--- src/rtl/player_ctrl_multi.sv ---
`default_nettype none
// ============================================================================
// Module   : player_ctrl_multi
// Purpose  : Per-player movement / bomb-request controller for NUM_PLAYERS
//            players on a GRID_W x GRID_H board. Each player has a
//            ready/valid request port with a move cooldown, wall and
//            player-to-player collision, kill/alive state and bomb-capacity
//            power-ups.
// Options  : define PCTRL_WRAP_EN for a toroidal board (edge moves wrap to
//            the opposite edge); undefined, edge moves are blocked.
// Revision : 1.0 - initial release
// ============================================================================
module player_ctrl_multi #(
    parameter int NUM_PLAYERS   = 2,
    parameter int GRID_W        = 16,
    parameter int GRID_H        = 16,
    parameter int MOVE_COOLDOWN = 3,
    parameter int BOMB_MAX_INIT = 1,
    parameter int BOMB_MAX_CAP  = 7,
    localparam int CW = $clog2((GRID_W > GRID_H) ? GRID_W : GRID_H)
) (
    input  logic                        clk,
    input  logic                        rst_n,
    input  logic [NUM_PLAYERS-1:0]      in_valid_i,
    output logic [NUM_PLAYERS-1:0]      in_ready_o,
    input  logic [3*NUM_PLAYERS-1:0]    dir_i,
    input  logic [NUM_PLAYERS-1:0]      bomb_req_i,
    input  logic [3*NUM_PLAYERS-1:0]    bomb_num_i,
    input  logic [NUM_PLAYERS-1:0]      powerup_inc_i,
    input  logic [NUM_PLAYERS-1:0]      kill_i,
    input  logic [GRID_W*GRID_H-1:0]    wall_i,
    output logic [CW*NUM_PLAYERS-1:0]   pos_x_o,
    output logic [CW*NUM_PLAYERS-1:0]   pos_y_o,
    output logic [2*NUM_PLAYERS-1:0]    face_dir_o,
    output logic [NUM_PLAYERS-1:0]      alive_o,
    output logic [NUM_PLAYERS-1:0]      set_bomb_o,
    output logic [CW*NUM_PLAYERS-1:0]   bomb_x_o,
    output logic [CW*NUM_PLAYERS-1:0]   bomb_y_o,
    output logic [3*NUM_PLAYERS-1:0]    bomb_max_o
);

    // Cell index arithmetic carries one spare bit so y*GRID_W + x never wraps.
    localparam int NCELL = GRID_W * GRID_H;
    localparam int IW    = $clog2(NCELL) + 1;
    localparam int IDXW  = $clog2(NCELL);
    localparam int CNTW  = (MOVE_COOLDOWN > 0) ? $clog2(MOVE_COOLDOWN + 1) : 1;

    localparam logic [CW-1:0]   C_XMAX      = CW'(GRID_W - 1);
    localparam logic [CW-1:0]   C_YMAX      = CW'(GRID_H - 1);
    localparam logic [2:0]      C_BMAX_INIT = 3'(BOMB_MAX_INIT);
    localparam logic [2:0]      C_BMAX_CAP  = 3'(BOMB_MAX_CAP);
    localparam logic [CNTW-1:0] C_COOL      = CNTW'(MOVE_COOLDOWN);
    localparam logic [IW-1:0]   C_NCELL     = IW'(NCELL);

    localparam logic [2:0] C_DIR_UP    = 3'd0;
    localparam logic [2:0] C_DIR_DOWN  = 3'd1;
    localparam logic [2:0] C_DIR_LEFT  = 3'd2;
    localparam logic [2:0] C_DIR_RIGHT = 3'd3;

    typedef enum logic [1:0] {
        ST_READY = 2'd0,
        ST_COOL  = 2'd1,
        ST_DEAD  = 2'd2
    } state_e;

    // Registered per-player state
    state_e          state_q    [NUM_PLAYERS];
    logic [CNTW-1:0] cnt_q      [NUM_PLAYERS];
    logic [CW-1:0]   pos_x_q    [NUM_PLAYERS];
    logic [CW-1:0]   pos_y_q    [NUM_PLAYERS];
    logic [1:0]      face_q     [NUM_PLAYERS];
    logic            set_bomb_q [NUM_PLAYERS];
    logic [CW-1:0]   bomb_x_q   [NUM_PLAYERS];
    logic [CW-1:0]   bomb_y_q   [NUM_PLAYERS];
    logic [2:0]      bomb_max_q [NUM_PLAYERS];

    // Combinational move evaluation
    logic            w_alive    [NUM_PLAYERS];
    logic            w_accept   [NUM_PLAYERS];
    logic [2:0]      w_dir      [NUM_PLAYERS];
    logic            w_has_tgt  [NUM_PLAYERS];
    logic            w_claim    [NUM_PLAYERS];
    logic [CW-1:0]   w_tgt_x    [NUM_PLAYERS];
    logic [CW-1:0]   w_tgt_y    [NUM_PLAYERS];
    logic [IW-1:0]   w_idx      [NUM_PLAYERS];
    logic            w_blocked  [NUM_PLAYERS];
    logic [CW-1:0]   pos_x_d    [NUM_PLAYERS];
    logic [CW-1:0]   pos_y_d    [NUM_PLAYERS];

    function automatic logic [CW-1:0] start_x(input int p);
        return (p == 1 || p == 2) ? C_XMAX : '0;
    endfunction

    function automatic logic [CW-1:0] start_y(input int p);
        return (p == 1 || p == 3) ? C_YMAX : '0;
    endfunction

    // Target cell, blocking rules and next position for every player
    always_comb begin
        for (int i = 0; i < NUM_PLAYERS; i++) begin
            w_alive[i]   = (state_q[i] != ST_DEAD);
            w_accept[i]  = in_valid_i[i] && (state_q[i] == ST_READY);
            w_dir[i]     = dir_i[3*i +: 3];
            w_has_tgt[i] = 1'b0;
            w_tgt_x[i]   = pos_x_q[i];
            w_tgt_y[i]   = pos_y_q[i];
            case (w_dir[i])
                C_DIR_UP: begin
                    if (pos_y_q[i] != '0) begin
                        w_has_tgt[i] = 1'b1;
                        w_tgt_y[i]   = pos_y_q[i] - CW'(1);
                    end else begin
`ifdef PCTRL_WRAP_EN
                        w_has_tgt[i] = 1'b1;
                        w_tgt_y[i]   = C_YMAX;
`endif
                    end
                end
                C_DIR_DOWN: begin
                    if (pos_y_q[i] != C_YMAX) begin
                        w_has_tgt[i] = 1'b1;
                        w_tgt_y[i]   = pos_y_q[i] + CW'(1);
                    end else begin
`ifdef PCTRL_WRAP_EN
                        w_has_tgt[i] = 1'b1;
                        w_tgt_y[i]   = '0;
`endif
                    end
                end
                C_DIR_LEFT: begin
                    if (pos_x_q[i] != '0) begin
                        w_has_tgt[i] = 1'b1;
                        w_tgt_x[i]   = pos_x_q[i] - CW'(1);
                    end else begin
`ifdef PCTRL_WRAP_EN
                        w_has_tgt[i] = 1'b1;
                        w_tgt_x[i]   = C_XMAX;
`endif
                    end
                end
                C_DIR_RIGHT: begin
                    if (pos_x_q[i] != C_XMAX) begin
                        w_has_tgt[i] = 1'b1;
                        w_tgt_x[i]   = pos_x_q[i] + CW'(1);
                    end else begin
`ifdef PCTRL_WRAP_EN
                        w_has_tgt[i] = 1'b1;
                        w_tgt_x[i]   = '0;
`endif
                    end
                end
                default: begin
                    // STOP and the unused codes leave the player in place.
                    w_has_tgt[i] = 1'b0;
                end
            endcase
            // A lower-index player claims its target cell whenever its move is
            // accepted and not overridden by a kill, even if it ends up blocked.
            w_claim[i] = w_accept[i] && w_has_tgt[i] && !kill_i[i];
            w_idx[i]   = IW'(w_tgt_y[i]) * IW'(GRID_W) + IW'(w_tgt_x[i]);
        end

        for (int i = 0; i < NUM_PLAYERS; i++) begin
            w_blocked[i] = !w_has_tgt[i];
            if (w_idx[i] < C_NCELL) begin
                if (wall_i[w_idx[i][IDXW-1:0]]) begin
                    w_blocked[i] = 1'b1;
                end
            end
            for (int j = 0; j < NUM_PLAYERS; j++) begin
                if (j != i) begin
                    if (w_alive[j] && pos_x_q[j] == w_tgt_x[i] && pos_y_q[j] == w_tgt_y[i]) begin
                        w_blocked[i] = 1'b1;
                    end
                    if (j < i && w_claim[j] && w_tgt_x[j] == w_tgt_x[i] && w_tgt_y[j] == w_tgt_y[i]) begin
                        w_blocked[i] = 1'b1;
                    end
                end
            end
            pos_x_d[i] = (w_accept[i] && !w_blocked[i]) ? w_tgt_x[i] : pos_x_q[i];
            pos_y_d[i] = (w_accept[i] && !w_blocked[i]) ? w_tgt_y[i] : pos_y_q[i];
        end
    end

    // Per-player READY/COOL/DEAD FSM with registered position, facing and bomb outputs
    always_ff @(posedge clk) begin
        for (int i = 0; i < NUM_PLAYERS; i++) begin
            if (!rst_n) begin
                state_q[i]    <= ST_READY;
                cnt_q[i]      <= '0;
                pos_x_q[i]    <= start_x(i);
                pos_y_q[i]    <= start_y(i);
                face_q[i]     <= 2'd0;
                set_bomb_q[i] <= 1'b0;
                bomb_x_q[i]   <= '0;
                bomb_y_q[i]   <= '0;
                bomb_max_q[i] <= C_BMAX_INIT;
            end else begin
                set_bomb_q[i] <= 1'b0;
                case (state_q[i])
                    ST_DEAD: begin
                        // Frozen until reset.
                        cnt_q[i] <= '0;
                    end
                    default: begin
                        if (kill_i[i]) begin
                            // Kill overrides any request in the same cycle.
                            state_q[i] <= ST_DEAD;
                            cnt_q[i]   <= '0;
                        end else begin
                            if (powerup_inc_i[i] && bomb_max_q[i] < C_BMAX_CAP) begin
                                bomb_max_q[i] <= bomb_max_q[i] + 3'd1;
                            end
                            pos_x_q[i] <= pos_x_d[i];
                            pos_y_q[i] <= pos_y_d[i];
                            if (w_accept[i]) begin
                                if (w_dir[i] < 3'd4) begin
                                    face_q[i] <= w_dir[i][1:0];
                                end
                                if (bomb_req_i[i] && bomb_num_i[3*i +: 3] < bomb_max_q[i]) begin
                                    set_bomb_q[i] <= 1'b1;
                                    bomb_x_q[i]   <= pos_x_q[i];
                                    bomb_y_q[i]   <= pos_y_q[i];
                                end
                                if (MOVE_COOLDOWN > 0) begin
                                    state_q[i] <= ST_COOL;
                                    cnt_q[i]   <= C_COOL;
                                end
                            end else if (state_q[i] == ST_COOL) begin
                                if (cnt_q[i] <= CNTW'(1)) begin
                                    state_q[i] <= ST_READY;
                                    cnt_q[i]   <= '0;
                                end else begin
                                    cnt_q[i] <= cnt_q[i] - CNTW'(1);
                                end
                            end
                        end
                    end
                endcase
            end
        end
    end

    // Flatten per-player registers onto the packed output buses
    for (genvar p = 0; p < NUM_PLAYERS; p++) begin : g_out
        assign in_ready_o[p]           = (state_q[p] == ST_READY);
        assign alive_o[p]              = (state_q[p] != ST_DEAD);
        assign set_bomb_o[p]           = set_bomb_q[p];
        assign pos_x_o[CW*p +: CW]     = pos_x_q[p];
        assign pos_y_o[CW*p +: CW]     = pos_y_q[p];
        assign bomb_x_o[CW*p +: CW]    = bomb_x_q[p];
        assign bomb_y_o[CW*p +: CW]    = bomb_y_q[p];
        assign face_dir_o[2*p +: 2]    = face_q[p];
        assign bomb_max_o[3*p +: 3]    = bomb_max_q[p];
    end

endmodule
`default_nettype wire

--- config.mk ---
export PLATFORM = sky130hd
export DESIGN_NAME = player_ctrl_multi
export DESIGN_NICKNAME = d
export VERILOG_FILES = /design/src/rtl/player_ctrl_multi.sv
export SDC_FILE = /design/constraint.sdc
export NUM_CORES = 1
export LEC_CHECK = 0
export BUFFER_PORTS_ARGS = -buffer_cell sky130_fd_sc_hd__buf_4
export CORE_MARGIN = 2
export CORE_UTILIZATION = 45
export DETAILED_ROUTE_END_ITERATION = 10
export PLACE_DENSITY = 0.74
export SLEW_MARGIN = 20
export SYNTH_ARGS = -nofsm -noshare
export SYNTH_HDL_FRONTEND = slang
export SYNTH_SLANG_ARGS = --single-unit
--- constraint.sdc ---
create_clock -name clk -period 7.4 [get_ports clk]
set_input_delay 1.48 -clock clk [delete_from_list [all_inputs] [get_ports clk]]
set_output_delay 1.48 -clock clk [all_outputs]
set_load 0.01 [all_outputs]
==> results of run 1 <==
==> worst reg2reg max path: stages (launching register included) <==
cell       delay, ps
edfxtp_1         570
inv_1            280
ha_1             230
or3b_1           430
a22oi_4          380
xnor2_2          400
buf_12           470
mux4_2           660
nor2b_1          150
a211oi_1         220
a21oi_1          110
a32oi_1          220
a41oi_1          170
o2111ai_1        780
==> synth_stat cells (all sizes together), types with 12 or more instances <==
master	instances
inv	24
a311oi	12
nand3	106
clkbuf	55
mux4	28
edfxtp	50
a32oi	15
nand4	21
buf	46
xnor2	23
ha	16
o22ai	15
a211oi	12
o21ai	23
a21oi	31
nor3	19
nand2	371
nand2b	16
mux2i	63
nor2	41
a31oi	24
and3	27
==> power groups by stage <==
stage / clock network (mW) / registers [mW] / logic, mW
final: 0.261 / 0.362 / 0.699
after global routing: 0.275 / 0.365 / 0.747
after CTS: 0.263 / 0.362 / 0.682
after detailed placement: 0 / 0.368 / 0.680
after global placement: 0 / 0.367 / 0.670
after floorplan: 0 / 0.364 / 0.405
==> final cells by class <==
cell class,count,area (um^2)
Clock buffer,6,128.9
Timing Repair Buffer,356,2701
Sequential cell,52,1541
Clock inverter,2,35.03
Antenna cell,1,2.502
Fill cell,1773,7411
Inverter,24,90.09
Tap cell,234,292.8
Multi-Input combinational cell,1020,6440
==> flip-flops by register name, indices dropped and copies added, names as in the netlist, 4 cells and up <==
register / cells
bomb_y_q: 8
state_q: 4
bomb_x_q: 8
pos_y_q: 8
pos_x_q: 8
bomb_max_q: 6
cnt_q: 4
face_q: 4
==> cell families (layout without fill, tap and decap cells) <==
kind of cell | after synthesis | after routing
AO/OA/AOI/OAI | 210 | 210
other | 0 | 1
buffers and inverters | 125 | 388
adder cells (fa/ha/maj) | 16 | 16
flip-flops | 52 | 52
AND/OR/NAND/NOR | 672 | 672
multiplexers | 94 | 94
XOR/XNOR | 28 | 28
==> stage by stage <==
stage	area [um^2]	instances	hold WS [ps]	utilization	setup WS (ps)
finish	11230	1695	612.6	0.6025	1666
global route	11230	1695	636.2	0.6025	1437
CTS	11220	1693	611.9	0.6017	1770
detailed placement	11050	1685	603.1	0.5930	1479
global placement	11050	1685	587.2	0.5930	1591
floorplan	8497	1197	566.3	-	2620
==> routing by layer <==
layer,part of all wire,vias to the layer above
li1,-,4910
met1,0.37,5094
met2,0.47,783
met3,0.11,152
met4,0.052,0
met5,0,-
==> how the worst min path moves through the flow <==
| stage | endpoint | slack (ps) | cells past startpoint |
|---|---|---|---|
| 2_1_floorplan | cnt_q[1][0] | 570 | 1 |
| 3_5_place_dp | cnt_q[0][0] | 600 | 1 |
| 3_3_place_gp | cnt_q[0][0] | 590 | 1 |
| 5_1_grt | cnt_q[1][0] | 640 | 1 |
| 4_1_cts | cnt_q[0][0] | 610 | 1 |
| 6_report | cnt_q[0][0] | 610 | 1 |
==> key figures, run 1 <==
Synthesis
  • Flop and latch count out of synthesis: 52
  • Post-synth top area share: 0.1767
  • Ys Warns: 0
  • Post-synthesis mux area share: 0.1524
  • Post-Syn Area: 0.008497 mm^2
  • Area contributors post-synth: edfxtp_1 (18%), nand2_1 (16%), mux2i_1 (7.4%), mux4_2 (7.4%), nand3_1 (6.2%)
  • Adder-cell share of the synthesized area: 0.02356
  • Synth area leader: edfxtp_1
  • Avg Synthesized Cell Area: 7.098 um^2
  • Syn Nets: 1491
  • Post-synthesis xor/xnor area fraction: 0.03195
  • Post-Synth Simple-Gate Area: 0.3631
  • Ys flop type: edfxtp_1
  • Post-synthesis compound-gate area fraction: 0.1804
  • Largest family of logic cells by synthesized area: simple AND/OR/NAND/NOR gates
  • Synth cell types: 74
  • Mapped Cells: 1197
  • Sequential fraction of the synthesis area: 0.1814
  • Asr flop ratio synth: 0
  • EDFF count, synth: 50

Floorplanning
  • Initial core utilization: 0.4558
  • Chip Height: 141.4 um
  • IO Count: 326
  • Core area: 0.01864 mm^2
  • Die width: 141.4 um
  • Row Count: 50
  • Die ar.: 0.02000 mm^2

GRT
  • GRT met2 Usage: 0.5927
  • Global-route wire length before repair: 56790 um
  • Antenna violations before repair: 1
  • Via count of the first global-routing pass: 10570
  • Global route overflow: 0
  • Most used routing layer: met2
  • GRT Overall Usage: 0.3578
  • Met3 Use GR: 0.08201
  • GR Util met1: 0.4362
  • Pin count of the biggest net entering global routing: 91

Clock network
  • Clock tree from TritonCTS: done
  • Clock sinks: 52
  • H-tree Lvls: 2
  • Root Driver: clkbuf_16
  • Clk_lat worst skew: 290 ps
  • CTS Buf Count: 5
  • CTS hold repair buffers: 0
  • Post-CTS sizing: 0
  • CTS max path bufs: 2
  • Clk pin slew, worst setup/hold paths: 60 ps
  • Postcts setup bufs: 0

Power and ir drop
  • Switching portion of total power: 0.3818
  • Internal power: 0.8173 mW
  • Sw power: 0.5047 mW
  • Clock power share: 0.198
  • Sequential fraction of design power: 0.274
  • Comb pwr share: 0.528
  • Overall Power: 1.322 mW
  • Pwr dens: 117.7 mW/mm^2
  • Leak: 4.878 nW
  • VDD IR max: 82.62 uV

Routing
  • Initial drt markers: 1185
  • Vias post-DR: 10940
  • Vias per inst: 6.454
  • Post-DRT Antenna Nets: 0
  • DRC viols: 0
  • TritonRoute pass-1 iters: 6
  • Routed WL: 37230 um
  • WL/cell: 21.97 um

Setup path
  • Worst path slowest cell: o2111ai_1
  • Critical Path RT: 7320 ps
  • Worst Setup SP: dir_i[2]
  • Slowest cell delay on critical path: 780 ps
  • Worst setup path class: in2reg
  • Setup crit end: pos_y_q[0][0]
  • CP Cell Sequence: buf_4, nor3b_2, a22oi_4, xnor2_2, buf_12, mux4_2, nor2b_1, a211oi_1, a21oi_1, a32oi_1, a41oi_1, o2111ai_1
  • Flop-to-flop setup slack: 1950 ps
  • Max FO, Critical Path: 90
  • CP Launch Type: input port
  • R2R depth: 13
  • Critical path buffer and inverter count: 2
  • Reg2reg end: pos_y_q[0][0]
  • Cell count along the critical path: 12
  • CP endpoint kind: register
  • WP data arrival: 5650 ps
  • CP delay by family, top: compound AO/OA/AOI/OAI gates
  • Worst reg2reg startpoint: pos_x_q[0][0]

Timing
  • Final setup fails: 0
  • Max-slew violations: 0
  • Worst Tran Pin Value: 1102 ps
  • Setup tns final: 0 ps
  • Crit share post-route: 0.7749
  • Final min period: 5734 ps
  • RSZ-0062 raised after global routing: false
  • F_max: 174.4 MHz
  • Fin. Hold Viols: 0
  • Worst slew margin: 0.2655
  • Clock Skew: 6.692 ps

Finish
  • Commonest non-fill, non-tap cell in the layout: nand2_1
  • Nets: 1753
  • P&R area growth vs syn: 32.19%
  • Commonest non-fill, non-tap cells in the layout: nand2_1 (371), buf_4 (353), nand3_1 (105)
  • Share of layout cells above drive strength 1: 0.2829

Job
  • Max-Cap Viols: 0

Place
  • Post-DP HPWL: 28250 um
  • I/O Buffers: 325
  • GP Congestion: 0.9838

Hold path
  • Hold_sp: cnt_q[0][0]
  • Worst Hold Class: reg2reg

Status
  • Outcome: complete, no violations
No activity file was read; power rests on OpenSTA's default activity.
==> inputs of run 2 (changes only) <==
--- a/config.mk
+++ b/config.mk
@@ -5,11 +5,12 @@
 export SDC_FILE = /design/constraint.sdc
 export NUM_CORES = 1
 export LEC_CHECK = 0
+export ABC_AREA = 1
 export BUFFER_PORTS_ARGS = -buffer_cell sky130_fd_sc_hd__buf_4
 export CORE_MARGIN = 2
 export CORE_UTILIZATION = 45
 export DETAILED_ROUTE_END_ITERATION = 10
-export PLACE_DENSITY = 0.74
+export PLACE_DENSITY = 0.73
 export SLEW_MARGIN = 20
 export SYNTH_ARGS = -nofsm -noshare
 export SYNTH_HDL_FRONTEND = slang
==> constraint.sdc (replaced) <==
create_clock -name clk -period 5.65 [get_ports clk]
set_input_delay 1.13 -clock clk [delete_from_list [all_inputs] [get_ports clk]]
set_output_delay 1.13 -clock clk [all_outputs]
set_load 0.01 [all_outputs]
==> run 2 against run 1 <==
Effect of this change:
- cell count rose by 33%
- synthesized cell count rose by 46%
- largest cell class unchanged
- flip-flop and latch count did not move
- global-route usage is 0.82 points lower
- die area is 13% higher
- register-to-register slack got worse by 130 ps
==> key figures, run 2 <==
Status
  • Outcome: complete, no violations

Synthesis
  • Post-synth top area share: 0.3157 (+0.1390)
  • Avg Synthesized Cell Area: 5.514 um^2 (-22%)
  • Flop and latch count out of synthesis: 52 (unchanged)
  • Asr flop ratio synth: 0 (unchanged)
  • Syn Nets: 2042 (+37%)
  • Post-Syn Area: 0.009639 mm^2 (+13%)
  • Synth area leader: nand3_1
  • Sequential fraction of the synthesis area: 0.1599 (-0.02150)
  • Ys Warns: 0 (unchanged)
  • Most numerous cell in the Yosys netlist: nand3_1
  • EDFF count, synth: 50 (unchanged)
  • Synth cell types: 36 (-51%)
  • Commonest cells post-synth: nand3_1 (608), nand2_1 (395), inv_1 (296)
  • Area contributors post-synth: nand3_1 (32%), edfxtp_1 (16%), nand2_1 (15%), inv_1 (12%), o211ai_1 (5.0%)
  • Ys flop type: edfxtp_1
  • Mapped Cells: 1748 (+46%)

Routing
  • DRC viols: 0 (unchanged)
  • Vias post-DR: 13140 (+20%)
  • Initial drt markers: 1742 (+47%)
  • Vias per inst: 5.837 (-9.6%)
  • DR top layer: met4
  • WL met1: 15790 um (+16%)
  • TritonRoute pass-1 iters: 6 (unchanged)
  • Routed WL: 40610 um (+9.1%)
  • Met3 WL: 5082 um (+20%)
  • Post-DRT Antenna Nets: 0 (unchanged)
  • WL/cell: 18.03 um (-18%)
  • Met2 wire len: 18090 um (+4.0%)

Finish
  • Layout Cells excl Fill: 2252 (+33%)
  • Final core occ: 0.5734 (-0.02912)
  • P&R area growth vs syn: 25.04%
  • Nets: 2270 (+29%)
  • Share of layout cells above drive strength 1: 0.1983 (-0.08460)
  • Commonest non-fill, non-tap cell in the layout: nand3_1
  • Commonest non-fill, non-tap cells in the layout: nand3_1 (608), nand2_1 (394), buf_4 (342)
  • Final instance area: 0.01205 mm^2 (+7.3%)
  • Diode count: 0 (-1)

Clock network
  • CTS hold repair buffers: 0 (unchanged)
  • Clock sinks: 52 (unchanged)
  • Root Driver: clkbuf_16
  • Clk_lat worst skew: 290 ps (about the same)
  • Clock tree from TritonCTS: done
  • CTS Buf Count: 5 (unchanged)
  • Clk pin slew, worst setup/hold paths: 70 ps (about the same)
  • H-tree Lvls: 2 (unchanged)
  • Post-CTS sizing: 0 (unchanged)
  • Postcts setup bufs: 0 (unchanged)
  • CTS max path bufs: 2 (unchanged)

Power and ir drop
  • Internal power: 1.057 mW (+29%)
  • Sw power: 0.8059 mW (+60%)
  • Overall Power: 1.863 mW (+41%)
  • VDD IR max: 117.0 uV (+42%)
  • Clock power share: 0.184 (-0.014)
  • Switching portion of total power: 0.4326 (+0.05080)
  • Comb pwr share: 0.567 (+0.039)
  • Sequential fraction of design power: 0.249 (-0.025)
  • Leak: 6.484 nW (+33%)
  • Pwr dens: 154.6 mW/mm^2 (+31%)

Floorplanning
  • Initial core utilization: 0.4585 (+0.002772)
  • Die ar.: 0.02261 mm^2 (+13%)
  • Core area: 0.02102 mm^2 (+13%)
  • Chip Height: 150.4 um (+6.3%)
  • Die width: 150.4 um (+6.3%)
  • Row Count: 53 (+6.0%)
  • IO Count: 326 (unchanged)

Timing
  • Worst Tran Pin Value: 940.2 ps (-161.5 ps)
  • Max-slew violations: 0 (unchanged)
  • Final min period: 4017 ps
  • Crit share post-route: 0.7109
  • Setup tns final: 0 ps (unchanged)
  • F_max: 249.0 MHz
  • Hold slack: 626.2 ps (+13.59 ps)
  • RSZ-0062 raised after global routing: false
  • Final setup fails: 0 (unchanged)
  • Fin. Hold Viols: 0 (unchanged)
  • Clock Skew: 5.200 ps (-1.492 ps)
  • Worst setup margin: 1633 ps (-32.80 ps)
  • Worst slew margin: 0.3723 (+0.1067)

Place
  • GP Congestion: 0.9351 (-5.0%)
  • I/O Buffers: 325 (unchanged)
  • Dpl ws: 1431 ps (-48.87 ps)
  • Post-DP HPWL: 29220 um (+3.4%)
  • Post-DP Area: 0.01189 mm^2 (+7.5%)
  • Cell count after placement: 2244 (+33%)

Setup path
  • Reg2reg end: pos_y_q[0][0]
  • CP Launch Type: input port
  • Setup crit end: pos_y_q[0][0]
  • Max FO, Critical Path: 43 (-52%)
  • Worst Setup SP: dir_i[2]
  • CP endpoint kind: register
  • R2R depth: 18 (+5)
  • WP data arrival: 3980 ps (-1670 ps)
  • Worst setup path class: in2reg
  • Worst reg2reg startpoint: pos_x_q[0][0]
  • Critical Path RT: 5620 ps (-1700 ps)
  • Flop-to-flop setup slack: 1820 ps (-130 ps)

Hold path
  • Hold Path Depth: 1 (unchanged)
  • Worst Hold Class: reg2reg

Job
  • Max-Cap Viols: 0 (unchanged)

GRT
  • Pin count of the biggest net entering global routing: 161 (+77%)
  • Global route overflow: 0 (unchanged)
  • Antenna violations before repair: 0 (-1)
  • Global-route wire length before repair: 63680 um (+12%)
  • Via count of the first global-routing pass: 12120 (+15%)
  • GRT Overall Usage: 0.3496 (-0.008192)
[run 2: cell types whose count changed in the layout (fill, tap and decap cells not counted), sizes merged, moves of 27 or more]
cell	before	now
mux4	28	0
nand2	371	404
and3	27	0
mux2i	63	0
nor2	41	79
o211ai	8	64
nand3	106	612
inv	24	312
[run 2: kinds of logic (layout without fill, tap and decap cells)]
family,after synthesis,in the layout,share of synthesized area
AND/OR/NAND/NOR,1109,1109,0.5209
AO/OA/AOI/OAI,116,116,0.08139
XOR/XNOR,20,20,0.01895
buffers and inverters,435,664,0.1981
flip-flops,52,52,0.1599
adder cells (fa/ha/maj),16,16,0.02077
[run 2: worst min-delay path by stage]
stage,startpoint,endpoint,slack (ps)
2_1_floorplan,cnt_q[1][0],cnt_q[1][0],570
3_3_place_gp,cnt_q[1][0],cnt_q[1][0],590
3_5_place_dp,cnt_q[1][0],cnt_q[1][0],610
4_1_cts,cnt_q[1][0],cnt_q[1][0],620
5_1_grt,cnt_q[1][0],cnt_q[1][0],660
6_report,cnt_q[1][0],cnt_q[1][0],630
[run 2: power groups by stage]
stage | clock network (mW) | logic, mW | registers (mW)
2_1_floorplan | 0 | 0.664 | 0.473
3_3_place_gp | 0 | 1.01 | 0.471
3_5_place_dp | 0 | 1.03 | 0.472
4_1_cts | 0.344 | 1.03 | 0.464
5_1_grt | 0.361 | 1.15 | 0.466
6_report | 0.343 | 1.06 | 0.464
[run 2: area by class of cell]
| class | count | area (um^2) |
|---|---|---|
| Clock inverter | 2 | 35.03 |
| Sequential cell | 52 | 1541 |
| Inverter | 312 | 1171 |
| Timing Repair Buffer | 344 | 2615 |
| Fill cell | 2179 | 8969 |
| Tap cell | 275 | 344.1 |
| Clock buffer | 6 | 128.9 |
| Multi-Input combinational cell | 1261 | 6217 |
[run 2: critical path: stages]
cell     delay (ps)
buf_4           130
inv_2            50
nand2_1          90
nor2_1          150
nand2_2         130
nand3_1         110
nand2_2          70
inv_2           670
buf_4           340
nand3_1         100
nand3_1         100
nand3_1         140
nand3_1         120
nand3_1         110
nand3_1         100
nand3_1          80
nand3_1         100
nand2_1         230
[run 2: routing by layer]
| layer | global-route usage | vias up |
|---|---|---|
| met5 | 0 | - |
| met4 | 0.1316 | 0 |
| met3 | 0.05333 | 123 |
| met2 | 0.5545 | 1018 |
| met1 | 0.4785 | 5830 |
| li1 | - | 6173 |
==> inputs of run 3 (changes only) <==
==> constraint.sdc (replaced) <==
create_clock -name clk -period 4.04 [get_ports clk]
set_input_delay 0.808 -clock clk [delete_from_list [all_inputs] [get_ports clk]]
set_output_delay 0.808 -clock clk [all_outputs]
set_load 0.01 [all_outputs]
==> run 3 against run 2 <==
Effect of this change:
- combinational power grew 42%
- clock-buffer cell count shrank 1
- non-clock buffer count is 16 higher
- clock skew increased by 3.6 ps
- register-to-register slack got worse by 1400 ps
- power grew 39%
- flip-flop and latch count did not move
- cell count grew 0.75%
- wire length up 0.15%
- sequential power rose by 40%
- largest cell class unchanged
- highest routed layer unchanged
==> key figures, run 3 (synthesis results as in run 2) <==
Timing
  • Worst slew margin: 0.4164 (+0.04416)
  • Max-slew violations: 0 (unchanged)
  • Final min period: 3658 ps
  • Hold slack: 604.0 ps (-22.16 ps)
  • Final setup fails: 0 (unchanged)
  • Clock Skew: 8.768 ps (+3.568 ps)
  • Worst Tran Pin Value: 866.2 ps (-74.02 ps)
  • Fin. Hold Viols: 0 (unchanged)
  • Crit share post-route: 0.9054
  • Setup tns final: 0 ps (unchanged)
  • F_max: 273.4 MHz
  • RSZ-0062 raised after global routing: false

Finish
  • Nets: 2286 (+0.70%)
  • Share of layout cells above drive strength 1: 0.2052 (+0.006938)
  • Commonest non-fill, non-tap cells in the layout: nand3_1 (608), nand2_1 (394), buf_4 (349)
  • Commonest non-fill, non-tap cell in the layout: nand3_1
  • P&R area growth vs syn: 27.25%
  • Final instance area: 0.01227 mm^2 (+1.8%)

Setup path
  • Max FO, Critical Path: 64 (+49%)
  • Critical Path RT: 4000 ps (-1620 ps)
  • Slowest cell delay on critical path: 590 ps (-80 ps)
  • Worst setup path class: reg2reg
  • Critical Path Most Common Cell: nand3_1
  • Reg2reg end: pos_y_q[1][0]
  • Flop-to-flop setup slack: 380 ps (-1440 ps)
  • Worst path slowest cell: buf_4
  • R2R depth: 17 (-1)
  • WP data arrival: 3620 ps (-360 ps)
  • CP Cell Sequence: inv_1, ha_1, nand3_2, nand2_4, nand2_2, nand2_2, buf_4, nand3_1, nand3_1, nand3_1, nand3_1, nand3_1, nand3_1, nand3_1, nand3_1, nand3_1, nand2_1
  • CP Launch Type: register
  • Worst reg2reg startpoint: pos_x_q[1][0]
  • CP endpoint kind: register

Power and ir drop
  • Pwr dens: 211.3 mW/mm^2 (+37%)
  • VDD IR max: 160.9 uV (+38%)
  • Leak: 6.584 nW (+1.5%)

Clock network
  • Postcts setup bufs: 0 (unchanged)
  • Clk_lat worst skew: 300 ps (about the same)
  • Root Driver: clkbuf_16
  • H-tree Lvls: 2 (unchanged)
  • Clock sinks: 52 (unchanged)
  • CTS Buf Count: 5 (unchanged)
  • CTS hold repair buffers: 0 (unchanged)
  • Clock tree from TritonCTS: done
  • Post-CTS sizing: 0 (unchanged)
  • CTS max path bufs: 2 (unchanged)
  • Clk pin slew, worst setup/hold paths: 70 ps (about the same)

Hold path
  • Hold Path Depth: 1 (unchanged)
  • Hold_sp: cnt_q[0][0]
  • Worst Hold End: cnt_q[0][0]
  • Worst Hold Class: reg2reg

GRT
  • Global-route wire length before repair: 63590 um (-0.14%)
  • Via count of the first global-routing pass: 12340 (+1.8%)
  • GRT met2 Usage: 0.5502 (-0.004318)
  • Met3 Use GR: 0.07030 (+0.01697)
  • Antenna violations before repair: 0 (unchanged)
  • GRT Overall Usage: 0.3500 (+0.0003808)
  • GR Util met1: 0.4691 (-0.009392)
  • Pin count of the biggest net entering global routing: 70 (-57%)
  • Global route overflow: 0 (unchanged)
  • Most used routing layer: met2

Status
  • Outcome: complete, no violations

Routing
  • Initial drt markers: 1451 (-17%)
  • TritonRoute pass-1 iters: 6 (unchanged)
  • Vias per inst: 5.776 (-1.0%)
  • WL/cell: 17.92 um (-0.61%)
  • DRC viols: 0 (unchanged)
  • Routed WL: 40670 um (+0.15%)
  • Post-DRT Antenna Nets: 0 (unchanged)
  • Vias post-DR: 13110 (-0.29%)

Floorplanning
  • Die ar.: 0.02261 mm^2 (unchanged)
  • IO Count: 326 (unchanged)
  • Row Count: 53 (unchanged)
  • Die width: 150.4 um (unchanged)
  • Core area: 0.02102 mm^2 (unchanged)
  • Initial core utilization: 0.4585 (unchanged)
  • Chip Height: 150.4 um (unchanged)

Job
  • Max-Cap Viols: 0 (unchanged)

Place
  • I/O Buffers: 325 (unchanged)
  • GP Congestion: 0.9566 (+2.3%)
  • Post-DP Area: 0.01211 mm^2 (+1.9%)
  • Post-DP HPWL: 29660 um (+1.5%)
==> run 3: cell count changes in the layout (fill, tap and decap cells not counted), sizes merged <==
cell      delta
buf         +16
clkinvlp     +2
bufinv       -1
clkbuf       -1
diode        +1
==> run 3: per-stage QoR <==
stage	total power, mW	util	setup slack, ps	cells
after global placement	2.123	0.5763	385.8	2260
final	2.591	0.5835	382.0	2269
after floorplan	1.590	-	1259	1748
after CTS	2.565	0.5834	458.2	2268
after global routing	2.759	0.5834	124.4	2268
after detailed placement	2.139	0.5763	364.5	2260
==> run 3: layout make-up <==
type	instances	area (um^2)
timing repair buffer	360	2840
clock inverter	3	23.77
multi-input combinational	1261	6217
tap	275	344.1
fill	2175	8756
clock buffer	5	125.1
antenna	1	2.502
sequential	52	1541
inverter	312	1171
==> run 3: metal layers <==
metal	share of wire	routed length (um)
met5	0	0
met4	0.042	1721
met3	0.12	5079
met2	0.44	17890
met1	0.39	15980
==> run 3: worst max-delay path by stage <==
stage                  start            end  slack [ps]
6_report       pos_x_q[1][0]  pos_y_q[1][0]         380
5_1_grt        pos_x_q[1][0]  pos_x_q[1][1]         120
3_5_place_dp        dir_i[0]  pos_x_q[0][3]         360
3_3_place_gp        dir_i[0]  pos_x_q[0][2]         390
4_1_cts        pos_x_q[1][0]  pos_x_q[1][1]         460
2_1_floorplan       dir_i[5]  pos_x_q[1][0]        1260
==> run 3: worst max-delay path, delay by kind of cell, from the launching register on <==
kind,cells,cell delay (ps)
flops,1,510
simple gates,14,1690
buf+inv,2,850
fa+ha+maj,1,250
==> run 3: power by group <==
group          switching, mW  internal [mW]
Clock                  0.197          0.231
Sequential            0.0260          0.623
Combinational          0.919          0.595
Total                   1.14           1.45
